==> config.mk <==
export PLATFORM = sky130hd
export DESIGN_NAME = axil_cfg_master
export DESIGN_NICKNAME = d
export VERILOG_FILES = /design/src/rtl/axil_cfg_master.sv
export SDC_FILE = /design/constraint.sdc
export NUM_CORES = 1
export LEC_CHECK = 0
export CORE_MARGIN = 5
export CORE_UTILIZATION = 48
export DETAILED_ROUTE_END_ITERATION = 10
export DONT_BUFFER_PORTS = 1
export PLACE_DENSITY = 0.6
export SYNTH_ARGS = -nofsm -noshare
export SYNTH_HDL_FRONTEND = slang
export SYNTH_SLANG_ARGS = --single-unit
==> constraint.sdc <==
create_clock -name aclk -period 2.6 [get_ports aclk]
set_clock_uncertainty 0.1 [all_clocks]
set_input_delay 0.52 -clock aclk [delete_from_list [all_inputs] [get_ports aclk]]
set_output_delay 0.52 -clock aclk [all_outputs]
set_load 0.01 [all_outputs]
==> src/rtl/axil_cfg_master.sv <==
// AXI4-Lite configuration master: one command in, one single-beat write or read on the bus, one response out.
// Define AXIL_MST_TIMEOUT_EN to add a debug timeout that abandons a stuck transaction.
module axil_cfg_master #(
  parameter int AXI4L_ADDR_WIDTH = 32,
  parameter int AXI4L_DATA_WIDTH = 32,
  parameter int TIMEOUT_CYCLES   = 1024
) (
  input  logic                          aclk,
  input  logic                          aresetn,
  input  logic                          cmd_valid,
  output logic                          cmd_ready,
  input  logic                          cmd_write,
  input  logic [AXI4L_ADDR_WIDTH-1:0]   cmd_addr,
  input  logic [AXI4L_DATA_WIDTH-1:0]   cmd_wdata,
  input  logic [AXI4L_DATA_WIDTH/8-1:0] cmd_wstrb,
  output logic                          rsp_valid,
  input  logic                          rsp_ready,
  output logic                          rsp_write,
  output logic [AXI4L_DATA_WIDTH-1:0]   rsp_rdata,
  output logic [1:0]                    rsp_resp,
  output logic                          rsp_timeout,
  output logic                          busy_out,
  output logic [AXI4L_ADDR_WIDTH-1:0]   m_axi_awaddr,
  output logic [2:0]                    m_axi_awprot,
  output logic                          m_axi_awvalid,
  input  logic                          m_axi_awready,
  output logic [AXI4L_DATA_WIDTH-1:0]   m_axi_wdata,
  output logic [AXI4L_DATA_WIDTH/8-1:0] m_axi_wstrb,
  output logic                          m_axi_wvalid,
  input  logic                          m_axi_wready,
  input  logic [1:0]                    m_axi_bresp,
  input  logic                          m_axi_bvalid,
  output logic                          m_axi_bready,
  output logic [AXI4L_ADDR_WIDTH-1:0]   m_axi_araddr,
  output logic [2:0]                    m_axi_arprot,
  output logic                          m_axi_arvalid,
  input  logic                          m_axi_arready,
  input  logic [AXI4L_DATA_WIDTH-1:0]   m_axi_rdata,
  input  logic [1:0]                    m_axi_rresp,
  input  logic                          m_axi_rvalid,
  output logic                          m_axi_rready
);
  localparam int SW = AXI4L_DATA_WIDTH/8;

  typedef enum logic [2:0] {IDLE, W_AW, W_B, R_AR, R_D, RSP} state_t;

  typedef struct packed {
    logic                        write;
    logic [AXI4L_ADDR_WIDTH-1:0] addr;
    logic [AXI4L_DATA_WIDTH-1:0] wdata;
    logic [SW-1:0]               wstrb;
  } cmd_t;

  typedef struct packed {
    logic [AXI4L_DATA_WIDTH-1:0] rdata;
    logic [1:0]                  resp;
  } rsp_t;

  // Every handshake/valid output is a flop so no AXI input reaches an AXI output combinationally.
  typedef struct packed {
    logic cmd_ready;
    logic busy;
    logic awvalid;
    logic wvalid;
    logic bready;
    logic arvalid;
    logic rready;
    logic rsp_valid;
  } ctl_t;

  state_t state_q, state_d;
  cmd_t   cmd_q, cmd_d;
  rsp_t   rsp_q, rsp_d;
  ctl_t   ctl_q, ctl_d;
  logic   aw_done_q, aw_done_d;
  logic   w_done_q, w_done_d;
  logic   accept, aw_hs, w_hs, b_hs, ar_hs, r_hs;

`ifdef AXIL_MST_TIMEOUT_EN
  localparam int CNT_W = $clog2(TIMEOUT_CYCLES + 1);
  logic [CNT_W-1:0] cnt_q, cnt_d;
  logic             tmo_q, tmo_d;
`endif

  assign accept = cmd_valid & ctl_q.cmd_ready;
  assign aw_hs  = ctl_q.awvalid & m_axi_awready;
  assign w_hs   = ctl_q.wvalid & m_axi_wready;
  assign b_hs   = ctl_q.bready & m_axi_bvalid;
  assign ar_hs  = ctl_q.arvalid & m_axi_arready;
  assign r_hs   = ctl_q.rready & m_axi_rvalid;

  always_comb begin
    state_d   = state_q;
    cmd_d     = cmd_q;
    rsp_d     = rsp_q;
    aw_done_d = aw_done_q;
    w_done_d  = w_done_q;
`ifdef AXIL_MST_TIMEOUT_EN
    cnt_d     = cnt_q;
    tmo_d     = tmo_q;
`endif
    case (state_q)
      IDLE: if (accept) begin
        cmd_d     = '{write: cmd_write, addr: cmd_addr, wdata: cmd_wdata, wstrb: cmd_wstrb};
        aw_done_d = 1'b0;
        w_done_d  = 1'b0;
        state_d   = cmd_write ? W_AW : R_AR;
      end
      W_AW: begin
        if (aw_hs) aw_done_d = 1'b1;
        if (w_hs)  w_done_d  = 1'b1;
        if (aw_done_d && w_done_d) state_d = W_B;
      end
      W_B: if (b_hs) begin
        rsp_d.rdata = '0;
        rsp_d.resp  = m_axi_bresp;
        state_d     = RSP;
      end
      R_AR: if (ar_hs) state_d = R_D;
      R_D: if (r_hs) begin
        rsp_d.rdata = m_axi_rdata;
        rsp_d.resp  = m_axi_rresp;
        state_d     = RSP;
      end
      RSP: if (rsp_ready) state_d = IDLE;
      default: state_d = IDLE;
    endcase
`ifdef AXIL_MST_TIMEOUT_EN
    // Abandoning the bus here violates AXI on purpose; the slave needs a reset afterwards.
    if (state_q == IDLE) cnt_d = '0;
    if (accept) tmo_d = 1'b0;
    if (state_q inside {W_AW, W_B, R_AR, R_D}) begin
      if (cnt_q == CNT_W'(TIMEOUT_CYCLES)) begin
        state_d     = RSP;
        rsp_d.rdata = '0;
        rsp_d.resp  = 2'b10;
        tmo_d       = 1'b1;
      end else begin
        cnt_d = cnt_q + CNT_W'(1);
      end
    end
`endif
    ctl_d.cmd_ready = (state_d == IDLE);
    ctl_d.busy      = (state_d != IDLE);
    ctl_d.awvalid   = (state_d == W_AW) && !aw_done_d;
    ctl_d.wvalid    = (state_d == W_AW) && !w_done_d;
    ctl_d.bready    = (state_d == W_B);
    ctl_d.arvalid   = (state_d == R_AR);
    ctl_d.rready    = (state_d == R_D);
    ctl_d.rsp_valid = (state_d == RSP);
  end

  always_ff @(posedge aclk or negedge aresetn) begin
    if (!aresetn) begin
      state_q   <= IDLE;
      cmd_q     <= '0;
      rsp_q     <= '0;
      ctl_q     <= '0;
      aw_done_q <= 1'b0;
      w_done_q  <= 1'b0;
    end else begin
      state_q   <= state_d;
      cmd_q     <= cmd_d;
      rsp_q     <= rsp_d;
      ctl_q     <= ctl_d;
      aw_done_q <= aw_done_d;
      w_done_q  <= w_done_d;
    end
  end

`ifdef AXIL_MST_TIMEOUT_EN
  always_ff @(posedge aclk or negedge aresetn) begin
    if (!aresetn) begin
      cnt_q <= '0;
      tmo_q <= 1'b0;
    end else begin
      cnt_q <= cnt_d;
      tmo_q <= tmo_d;
    end
  end
  assign rsp_timeout = tmo_q;
`else
  assign rsp_timeout = 1'b0;
`endif

  assign cmd_ready     = ctl_q.cmd_ready;
  assign busy_out      = ctl_q.busy;
  assign rsp_valid     = ctl_q.rsp_valid;
  assign rsp_write     = cmd_q.write;
  assign rsp_rdata     = rsp_q.rdata;
  assign rsp_resp      = rsp_q.resp;

  assign m_axi_awaddr  = cmd_q.addr;
  assign m_axi_awprot  = 3'b000;
  assign m_axi_awvalid = ctl_q.awvalid;
  assign m_axi_wdata   = cmd_q.wdata;
  assign m_axi_wstrb   = cmd_q.wstrb;
  assign m_axi_wvalid  = ctl_q.wvalid;
  assign m_axi_bready  = ctl_q.bready;
  assign m_axi_araddr  = cmd_q.addr;
  assign m_axi_arprot  = 3'b000;
  assign m_axi_arvalid = ctl_q.arvalid;
  assign m_axi_rready  = ctl_q.rready;

endmodule

Yosys cells after proc, flatten, opt, wreduce, memory -nomap -nowiden --
Cells that the tools add are included.
Cells by class: reduce and logical (&&, ||, !) cells 11, bitwise gates (word level) 6, mux-type cells 19, equality and inequality tests 12
Operator list (count):
- $mux 34 | 2
- $pmux 34 s2 | 1
- $mux 3 | 6
- $pmux 3 s6 | 1
- $eq 3x2->1 const B | 4
- $eq 3x3->1 const B | 4
- $and 1x1->1 | 6
- $eq 3x1->1 const B | 2
- $logic_not 3->1 | 2
- $mux 1 | 6
- $ne 2x2->1 const B | 2
- $pmux 1 s2 | 2
- $logic_and 1x1->1 | 3
- $reduce_and 3->1 | 1
- $reduce_bool 3->1 | 1
- $logic_not 1->1 | 2
- $mux 2 | 1
- $reduce_and 2->1 | 1
- $reduce_bool 2->1 | 1
Storage, ports and cells: output and inout port bits 150, register bits 116, input port bits 114, logic and storage cells 65

Logic depth before layout (Yosys ltp) --
Gate-level depths: netlist of run 1.
depth after elaboration 8, gate-level depth with buffers 8, mapped depth without buffers 5

Least setup slack after synthesis of run 1 --
Ideal clock, no wire load.
path type input-to-reg, start input port cmd_valid, end register cmd_q (netlist bit m_axi_wdata[10]), path slack 0.798 ns, path buffers 3, required time 2.383 ns, data arrival time 1.585 ns, cell stages on the path 7, cells stage by stage nand2_1 > or4_1 > buf_2 > buf_2 > buf_2 > nand2_1 > nand2_1
Between the ends: cells in the longest elaborated chain, start to end 2
Ends and longest elaborated chain:
- from (decl) | RTL line 10 | input logic cmd_valid,
- $and 1x1->1 | RTL line 85 | assign accept = cmd_valid & ctl_q.cmd_ready;
- $reduce_and 2->1 (no source line)
- to (signal assigned) | RTL line 163 | cmd_q <= cmd_d;
- to (decl) | RTL line 72 | cmd_t cmd_q, cmd_d;
No other way between the ends. A chain may end at the register's enable or synchronous reset.

Worst setup path in the final report of run 1 --
start register state_q[1], end register cmd_q (netlist bit m_axi_wdata[4])
Between the ends: cells in the longest elaborated chain, start to end 2
Ends and longest elaborated chain:
- from (decl) | RTL line 71 | state_t state_q, state_d;
- from (signal assigned) | RTL line 162 | state_q <= state_d;
- $logic_not 3->1 | RTL line 102 | case (state_q)
- $reduce_and 2->1 (no source line)
No other way between the ends.

==> results of run 1 <==
-- layout make-up --
type                            instances  area (um2)  share of cell area (%)
Tap cell                              133       166.4                   3.123
Clock buffer                           23       476.7                   8.946
Clock inverter                          5       52.55                  0.9861
Sequential cell                       116        2903                   54.47
Inverter                               35       131.4                   2.465
Multi-Input combinational cell        318        1456                   27.33
Antenna cell                            1       2.502                 0.04696
Timing Repair Buffer                   14       140.1                   2.630
-- report_power, final --
part / switching [mW] / internal, mW
combinational: 0.803 / 0.523
clock: 0.710 / 1.34
sequential: 1.24 / 2.64
-- kinds of logic (layout without fill, tap and decap cells) --
| logic type | count (synthesis) | in the layout | share of synthesized area (%) |
|---|---|---|---|
| AO/OA/AOI/OAI | 45 | 45 | 5.614 |
| buffers and inverters | 102 | 77 | 11.33 |
| flip-flops | 116 | 116 | 59.47 |
| multiplexers | 2 | 2 | 0.4102 |
| other | 1 | 8 | 0.07683 |
| AND/OR/NAND/NOR | 264 | 264 | 23.10 |
-- per-stage QoR --
step	instance area, um2	hold WS (ns)	total power, mW	utilization, %	setup WS, ns
finish	5329	-0.3796	7.250	54.02	0.3977
global route	5329	-0.4247	7.767	54.02	0.2774
CTS	5256	-0.4130	7.350	53.29	0.3936
detailed placement	4707	0.1272	5.253	47.72	0.3893
global placement	4707	0.1271	5.170	47.72	0.4455
floorplan	4903	0.1244	5.065	-	0.7983
-- sequential cells by signal (all words and copies together), names as in the netlist --
register       flops
rsp_write          1
cmd_ready          1
m_axi_rready       1
m_axi_awvalid      1
busy_out           1
rsp_rdata         32
rsp_valid          1
m_axi_bready       1
m_axi_wstrb        4
w_done_q           1
state_q            3
aw_done_q          1
rsp_resp           2
m_axi_arvalid      1
m_axi_wvalid       1
m_axi_wdata       32
m_axi_araddr      32
-- critical path: stages (launching register included) --
cell and delay [ns]:
dfrtp_1 0.52, or4_2 0.84, buf_4 0.37, nand2_1 0.15, nand2_1 0.06
-- cell usage in the layout (no fill, tap or decap), drive strengths merged, types with 3 or more instances in the layout --
cell,count
nand2,210
dfrtp,116
inv,35
nand3,34
o21ai,32
clkbuf,23
dlygate4sd3,9
conb,7
nor2,5
buf,5
nor4,4
nor3,3
clkinv,3
-- metal layers --
| layer | up-vias | GRT usage (%) | share of wire (%) |
|---|---|---|---|
| met5 | - | 0 | 0.11 |
| met4 | 2 | 5.993 | 1.5 |
| met3 | 14 | 10.64 | 11 |
| met2 | 175 | 31.35 | 51 |
| met1 | 1521 | 20.62 | 36 |
| li1 | 1563 | - | - |
-- worst min-delay path by stage --
stage | startpoint | to
floorplan | aresetn | aw_done_q
global placement | aresetn | rsp_rdata[20]
detailed placement | aresetn | rsp_rdata[19]
CTS | aresetn | rsp_rdata[23]
global route | aresetn | rsp_rdata[19]
finish | aresetn | rsp_rdata[19]
==> impl_results.md, run 1 <==
- Status: finished with violations
- Failing checks: negative hold slack
- Port Buffers: 0
- Setup slack, reg-to-reg: 0.40 ns
- Crit start category: flop
- Clk_lat worst skew: 0.49 ns
- Vias in the first global route: 3392
- Register area share after synthesis: 59.47%
- DRC: 0
- Die Y: 110.8 um
- Clk pin slew, worst setup/hold paths: 0.05 ns
- Vias: 3275
- CP arrival: 2.49 ns
- First-pass GRT wire length: 18440 um
- Max_slew headroom: 54.50%
- Synth cell types: 35
- PD cells: 1360 nW/um2
- Synth area leaders: dfrtp_1, nand2_1, buf_4
- Cell Rows: 36
- Synth area leader: dfrtp_1
- Max-slew violations: 0
- Final setup violation count: 0
- Dominant synthesized flop cell: dfrtp_1
- Detail Route Antenna Nets: 0
- Placer Congestion: 0.8054
- Final nets: 616
- Final Cycle Share: 84.71%
- CTS Buf Count: 17
- Via density: 5.078
- Crit-path max FO: 59
- Max Cap Violations: 0
- Worst Tran Pin Value: 0.6826 ns
- Hpwl dp: 8229 um
- DR WL/cell: 17.82 um
- Reg2Reg Depth: 4
- DRT Pass-1 Iters: 4
- Crit path kind: reg -> reg
- Post-synth EDFFs: 0
- Worst Setup SP: state_q[1]
- # resized after CTS: 0
- GRT Overall Usage: 18.93%
- Die ar.: 12290 um2
- Reg2Reg Launch Point: state_q[1]
- Post-CTS setup buffers: 0
- Hold_buf cts: 2
- RSZ-0062 raised after global routing: false
- RR Endpoint: m_axi_wdata[4]
- Finished Layout Cells: 645
- Post-synthesis cell count: 530
- Detailed Route Iter0 Violations: 214
- Layout area overhead: 9.177%
- Die Width: 110.8 um
- Worst endpoint required time: 2.88 ns
- Async S/R FF share, synth: 100.0%
- CTS sink cnt: 116
- Leak: 2.720 nW
- FF+latch count, synth: 116
- Ports: 264
- H-tree levels: 4
- Syn avg cell area: 9.209 um2
- Hold slack final: -0.3796 ns
- Worst VDD drop: 0.0006191 V
- Worst hold-check path type: in -> async
- Largest net degree at the start of global routing: 117
- CP Capture Type: flop
- CTS Buffer Depth: 2
- Fmax achieved: 454.1 MHz
- Synth warnings: 0
- Top cell type's share of synthesized area: 59.47%
- Drt total wl: 11500 um
- Final hold vios: 116
- Starting density of the core: 49.48%
- Global route overflow: 0
- Fillcell total: 905
- Post-placement cell count: 607
- Final worst path period need: 2.202 ns
- Core region area: 9864 um2
- Layout cell share with drive strength beyond 1: 8.415%
- Top cells by count, synth: nand2_1, dfrtp_1, buf_4, nand3_1, inv_1
- Crit path to: m_axi_wdata[4]
- Post-Syn Area: 4881 um2
- Top-count cell post-synth: nand2_1
- CTS root buf: clkbuf_8
- Final TNS setup: 0 ns
- Initial antenna violation count: 2
- CTS tree: built
Note: power is estimated with default switching activity, not from simulation.
==> inputs of run 2 (changes only) <==
- PLACE_DENSITY: 0.6 -> 0.62
- clock period: 2.6 -> 2 ns (I/O delays scaled with it)
==> impl_results.md, run 2 (synthesis results as in run 1) <==
- Detail Route Antenna Nets: 0 (unchanged)
- Status: finished with violations (unchanged)
- Comb power frac: 21.1% (was 18.3%)
- Failing checks: negative hold slack (unchanged)
- Fmax achieved: 529.4 MHz (was 454.1 MHz)
- Hold slack final: -0.5075 ns (was -0.3796 ns)
- H-tree levels: 4 (unchanged)
- CP Cell Sequence: or4_2 -> o2111a_1 -> inv_2 -> nor4_1 (was or4_2 -> buf_4 -> nand2_1 -> nand2_1)
- Switch share: 37.73% (was 37.95%)
- CTS root buf: clkbuf_8 (unchanged)
- DRT Pass-1 Iters: 4 (unchanged)
- Placer Congestion: 0.8040 (was 0.8054)
- Crit start category: flop (unchanged)
- Die ar.: 12290 um2 (unchanged)
- Final worst path period need: 1.889 ns (was 2.202 ns)
- Vias: 3847 (was 3275)
- Detailed Route Iter0 Violations: 293 (was 214)
- Switching power total: 3.760 mW (was 2.752 mW)
- Leak: 3.194 nW (was 2.720 nW)
- CP Capture Type: flop (unchanged)
- CP arrival: 2.16 ns (was 2.49 ns)
- Global route overflow: 0 (unchanged)
- Final TNS setup: 0 ns (unchanged)
- CTS Buffer Depth: 2 (unchanged)
- Layout area overhead: 31.97% (was 9.177%)
- Final nets: 723 (was 616)
- Max Cap Violations: 0 (unchanged)
- Vias in the first global route: 4071 (was 3392)
- DRC: 0 (unchanged)
- Post-route cell area: 6441 um2 (was 5329 um2)
- Worst endpoint required time: 2.27 ns (was 2.88 ns)
- Finished Layout Cells: 756 (was 645)
- Via density: 5.089 (was 5.078)
- Cell Rows: 36 (unchanged)
- Port Buffers: 0 (unchanged)
- GRT Overall Usage: 21.59% (was 18.93%)
- Top Family by Delay on Critical Path: simple AND/OR/NAND/NOR gates (unchanged)
- Crit path kind: reg -> reg (unchanged)
- Largest net degree at the start of global routing: 117 (unchanged)
- RSZ-0062 raised after global routing: false (unchanged)
- Final setup violation count: 0 (unchanged)
- Hold_buf cts: 105 (was 2)
- Post-placement cell count: 618 (was 607)
- Max-slew violations: 0 (unchanged)
- Fillcell total: 717 (was 905)
- Clk_lat worst skew: 0.50 ns (was 0.49 ns)
- First-pass GRT wire length: 21400 um (was 18440 um)
- Die Y: 110.8 um (unchanged)
- Crit-path max cell delay: 0.73 ns (was 0.84 ns)
- Die Width: 110.8 um (unchanged)
- Starting density of the core: 49.48% (unchanged)
- Ports: 264 (unchanged)
- Core region area: 9864 um2 (unchanged)
- Crit-path max FO: 7 (was 59)
- Crit path buffers/inverters: 1 (unchanged)
- DR WL/cell: 17.28 um (was 17.82 um)
- Most common cell after layout, fill and taps aside: nand2_1 (unchanged)
- Final hold vios: 116 (unchanged)
- Post-Place Cell Area: 4815 um2 (was 4707 um2)
- Initial antenna violation count: 1 (was 2)
- Clock power share: 28.5% (was 28.2%)
- Hpwl dp: 8270 um (was 8229 um)
- Worst path slowest cell: or4_2 (unchanged)
- CTS tree: built (unchanged)
- CTS Buf Count: 17 (unchanged)
- Layout cell share with drive strength beyond 1: 9.164% (was 8.415%)
- Most frequent cells in the layout: nand2_1, dfrtp_1, dlygate4sd3_1 (was nand2_1, dfrtp_1, nand3_1)
- PD cells: 1547 nW/um2 (was 1360 nW/um2)
- CTS sink cnt: 116 (unchanged)
- Worst hold-check path type: in -> async (unchanged)
- Clk pin slew, worst setup/hold paths: 0.06 ns (was 0.05 ns)
- Drt total wl: 13070 um (was 11500 um)
- Worst VDD drop: 0.0007481 V (was 0.0006191 V)
- Final Cycle Share: 94.45% (was 84.71%)
- Sequential power share: 50.4% (was 53.5%)
- Cell-internal power: 6.205 mW (was 4.498 mW)
-- run 2: cell types whose count changed in the layout (fill, tap and decap cells not counted), sizes merged --
cell         previous run  this run
buf                     5        16
bufinv                  1         2
clkinv                  3         4
clkinvlp                1         3
dlygate4sd3             9       105
-- run 2: metrics by stage --
step	hold WS [ns]	setup WS [ns]	utilization [%]	total power, mW
2_1_floorplan	0.004409	0.2209	-	6.585
3_3_place_gp	0.007301	0.1203	48.81	6.844
3_5_place_dp	0.007382	0.07666	48.81	6.985
4_1_cts	-0.5365	0.06959	65.23	10.05
5_1_grt	-0.5372	0.005790	65.30	10.59
6_report	-0.5075	0.1110	65.30	9.965
-- run 2: worst paths after layout --
path	from	to	slack (ns)	depth (start not counted)
hold / removal	aresetn	m_axi_wdata[6]	-0.51	0
max in group asynchronous	aresetn	rsp_rdata[12]	2.17	0
setup / recovery	state_q[0]	m_axi_awvalid	0.11	4
hold reg to reg	m_axi_wdata[20]	m_axi_wdata[20]	0.45	2
setup reg to reg	state_q[0]	m_axi_awvalid	0.11	4
min in group aclk	m_axi_arready	state_q[2]	0.05	2
-- run 2: metal layers --
layer  wire, um  up-vias  track usage [%]
li1           -     1779                -
met1       4641     1820            22.84
met2       6733      209            37.22
met3       1247       39            9.389
met4        443        0            9.606
met5          0        -                0
-- run 2: cell type report --
cell class | count | area [um2] | share of cell area [%]
Sequential cell | 116 | 2903 | 45.07
Clock inverter | 9 | 102.6 | 1.593
Inverter | 35 | 131.4 | 2.040
Clock buffer | 23 | 466.7 | 7.246
Multi-Input combinational cell | 318 | 1456 | 22.61
Antenna cell | 1 | 2.502 | 0.03885
Timing Repair Buffer | 121 | 1212 | 18.82
Tap cell | 133 | 166.4 | 2.584
-- run 2: power groups by stage --
| stage | sequential, mW | combinational (mW) | clock (mW) |
|---|---|---|---|
| floorplan | 4.53 | 2.06 | 0 |
| global placement | 5.04 | 1.81 | 0 |
| detailed placement | 5.05 | 1.93 | 0 |
| CTS | 5.03 | 2.10 | 2.92 |
| global route | 5.16 | 2.41 | 3.01 |
| finish | 5.02 | 2.10 | 2.84 |
-- run 2: worst reg2reg max path: cells and delay by family (launching register included) --
family,cells,cell delay (ns)
compound gates,1,0.32
buf+inv,1,0.10
flops,1,0.45
simple gates,2,0.79
-- run 2: timing repair --
item	in CTS	in global routing
setup buffers	0	0
endpoints found under the setup margin	0	5
endpoints found under the hold margin	219	116
gates resized for setup	0	1
==> inputs of run 3 (changes only) <==
- PLACE_DENSITY: 0.62 -> 0.6
- clock period: 2 -> 2.2 ns (I/O delays scaled with it)
==> impl_results.md, run 3 (synthesis results as in run 1) <==
- Core region area: 9864 um2 (unchanged)
- Placer Congestion: 0.7942 (was 0.8040)
- Failing checks: negative hold slack (unchanged)
- Top cell by count, worst path: nand2_1
- Final setup violation count: 0 (unchanged)
- Fmax achieved: 512.3 MHz (was 529.4 MHz)
- H-tree levels: 4 (unchanged)
- Final nets: 714 (was 723)
- Top Family by Delay on Critical Path: simple AND/OR/NAND/NOR gates (unchanged)
- Worst endpoint required time: 2.48 ns (was 2.27 ns)
- Die Y: 110.8 um (unchanged)
- Final Cycle Share: 88.73% (was 94.45%)
- Detail Route Antenna Nets: 0 (unchanged)
- CTS sink cnt: 116 (unchanged)
- Hold slack final: -0.4636 ns (was -0.5075 ns)
- CP Cell Sequence: or4_2 -> buf_4 -> nand2_1 -> nand2_1 (was or4_2 -> o2111a_1 -> inv_2 -> nor4_1)
- Most common cell after layout, fill and taps aside: nand2_1 (unchanged)
- Leak: 3.178 nW (was 3.194 nW)
- Initial antenna violation count: 2 (was 1)
- Drt total wl: 13000 um (was 13070 um)
- Clk pin slew, worst setup/hold paths: 0.05 ns (was 0.06 ns)
- Ports: 264 (unchanged)
- Worst VDD drop: 0.0007973 V (was 0.0007481 V)
- Largest net degree at the start of global routing: 117 (unchanged)
- CTS root buf: clkbuf_8 (unchanged)
- Gr busiest metal: met2 (unchanged)
- Finished Layout Cells: 746 (was 756)
- DRC: 0 (unchanged)
- DRT Pass-1 Iters: 5 (was 4)
- PD cells: 1457 nW/um2 (was 1547 nW/um2)
- Crit path buffers/inverters: 1 (unchanged)
- Final TNS setup: 0 ns (unchanged)
- Worst path slowest cell: or4_2 (unchanged)
- Crit path kind: reg -> reg (unchanged)
- DR WL/cell: 17.42 um (was 17.28 um)
- Layout area overhead: 31.20% (was 31.97%)
- Vias in the first global route: 3915 (was 4071)
- Final hold vios: 116 (unchanged)
- Starting density of the core: 49.48% (unchanged)
- Hold_buf cts: 101 (was 105)
- Crit start category: flop (unchanged)
- Most frequent cells in the layout: nand2_1, dfrtp_1, dlygate4sd3_1 (unchanged)
- Setup slack, reg-to-reg: 0.25 ns (was 0.11 ns)
- Hpwl dp: 8309 um (was 8270 um)
- CP Capture Type: flop (unchanged)
- Die Width: 110.8 um (unchanged)
- Crit-path max FO: 41 (was 7)
- Global route overflow: 0 (unchanged)
- Port Buffers: 0 (unchanged)
- M2 GR Usage: 37.94% (was 37.22%)
- Via density: 5.046 (was 5.089)
- CTS Buffer Depth: 2 (unchanged)
- # resized after CTS: 0 (unchanged)
- Post-placement cell count: 613 (was 618)
- Cell Rows: 36 (unchanged)
- Layout cell share with drive strength beyond 1: 8.497% (was 9.164%)
- Grt met3 use: 8.843% (was 9.389%)
- CP arrival: 2.24 ns (was 2.16 ns)
- CTS Buf Count: 17 (unchanged)
- Detailed Route Iter0 Violations: 312 (was 293)
- Final worst path period need: 1.952 ns (was 1.889 ns)
- Clk_lat worst skew: 0.50 ns (about the same)
- First-pass GRT wire length: 21110 um (was 21400 um)
- Worst Tran Pin Value: 0.5171 ns
- Max-slew violations: 0 (unchanged)
- M1 GR Usage: 23.05% (was 22.84%)
- CTS tree: built (unchanged)
- GRT Overall Usage: 21.52% (was 21.59%)
- RSZ-0062 raised after global routing: false (unchanged)
- Post-CTS setup buffers: 0 (unchanged)
- Die ar.: 12290 um2 (unchanged)
- Vias: 3764 (was 3847)
- Status: finished with violations (unchanged)
- Worst hold-check path type: in -> async (unchanged)
- Max Cap Violations: 0 (unchanged)
- Max_slew headroom: 65.52%
- Crit-path max cell delay: 0.75 ns (was 0.73 ns)
-- run 3: area by class of cell --
type                            count  area [um2]
Fill cell                         752        3461
Inverter                           35       131.4
Timing Repair Buffer              112        1106
Tap cell                          133       166.4
Clock inverter                      9       175.2
Antenna cell                        1       2.502
Clock buffer                       22       462.9
Multi-Input combinational cell    318        1456
Sequential cell                   116        2903
-- run 3: metrics by stage --
step           setup slack, ns  utilization [%]  instance area, um2  total power, mW
2_1_floorplan           0.4209                -                4903            5.986
3_3_place_gp            0.2971            48.17                4752            6.160
3_5_place_dp            0.2355            48.17                4752            6.271
4_1_cts                 0.2193            64.89                6401            9.400
5_1_grt                 0.1129            64.92                6404            9.930
6_report                0.2480            64.92                6404            9.332
-- run 3: worst paths after layout --
check | to | from | cells past startpoint
worst min register to register | m_axi_wdata[2] | m_axi_wdata[2] | 2
worst max register to register | m_axi_wdata[1] | state_q[0] | 4
max in group asynchronous | m_axi_araddr[6] | aresetn | 0
worst max-delay path | m_axi_wdata[1] | state_q[0] | 4
worst min-delay path | rsp_rdata[19] | aresetn | 0
min in group aclk | rsp_resp[0] | m_axi_bresp[0] | 2
-- run 3: per-layer routing --
layer | wire length, um | part of all wire, %
met2 | 6856 | 53
met3 | 1272 | 9.8
met5 | 13 | 0.10
met1 | 4615 | 36
met4 | 240 | 1.8
-- run 3: power by group --
| part | total [mW] | switching, mW | internal (mW) |
|---|---|---|---|
| Combinational | 1.81 | 1.04 | 0.773 |
| Sequential | 4.59 | 1.48 | 3.12 |
| Clock | 2.92 | 0.892 | 2.03 |
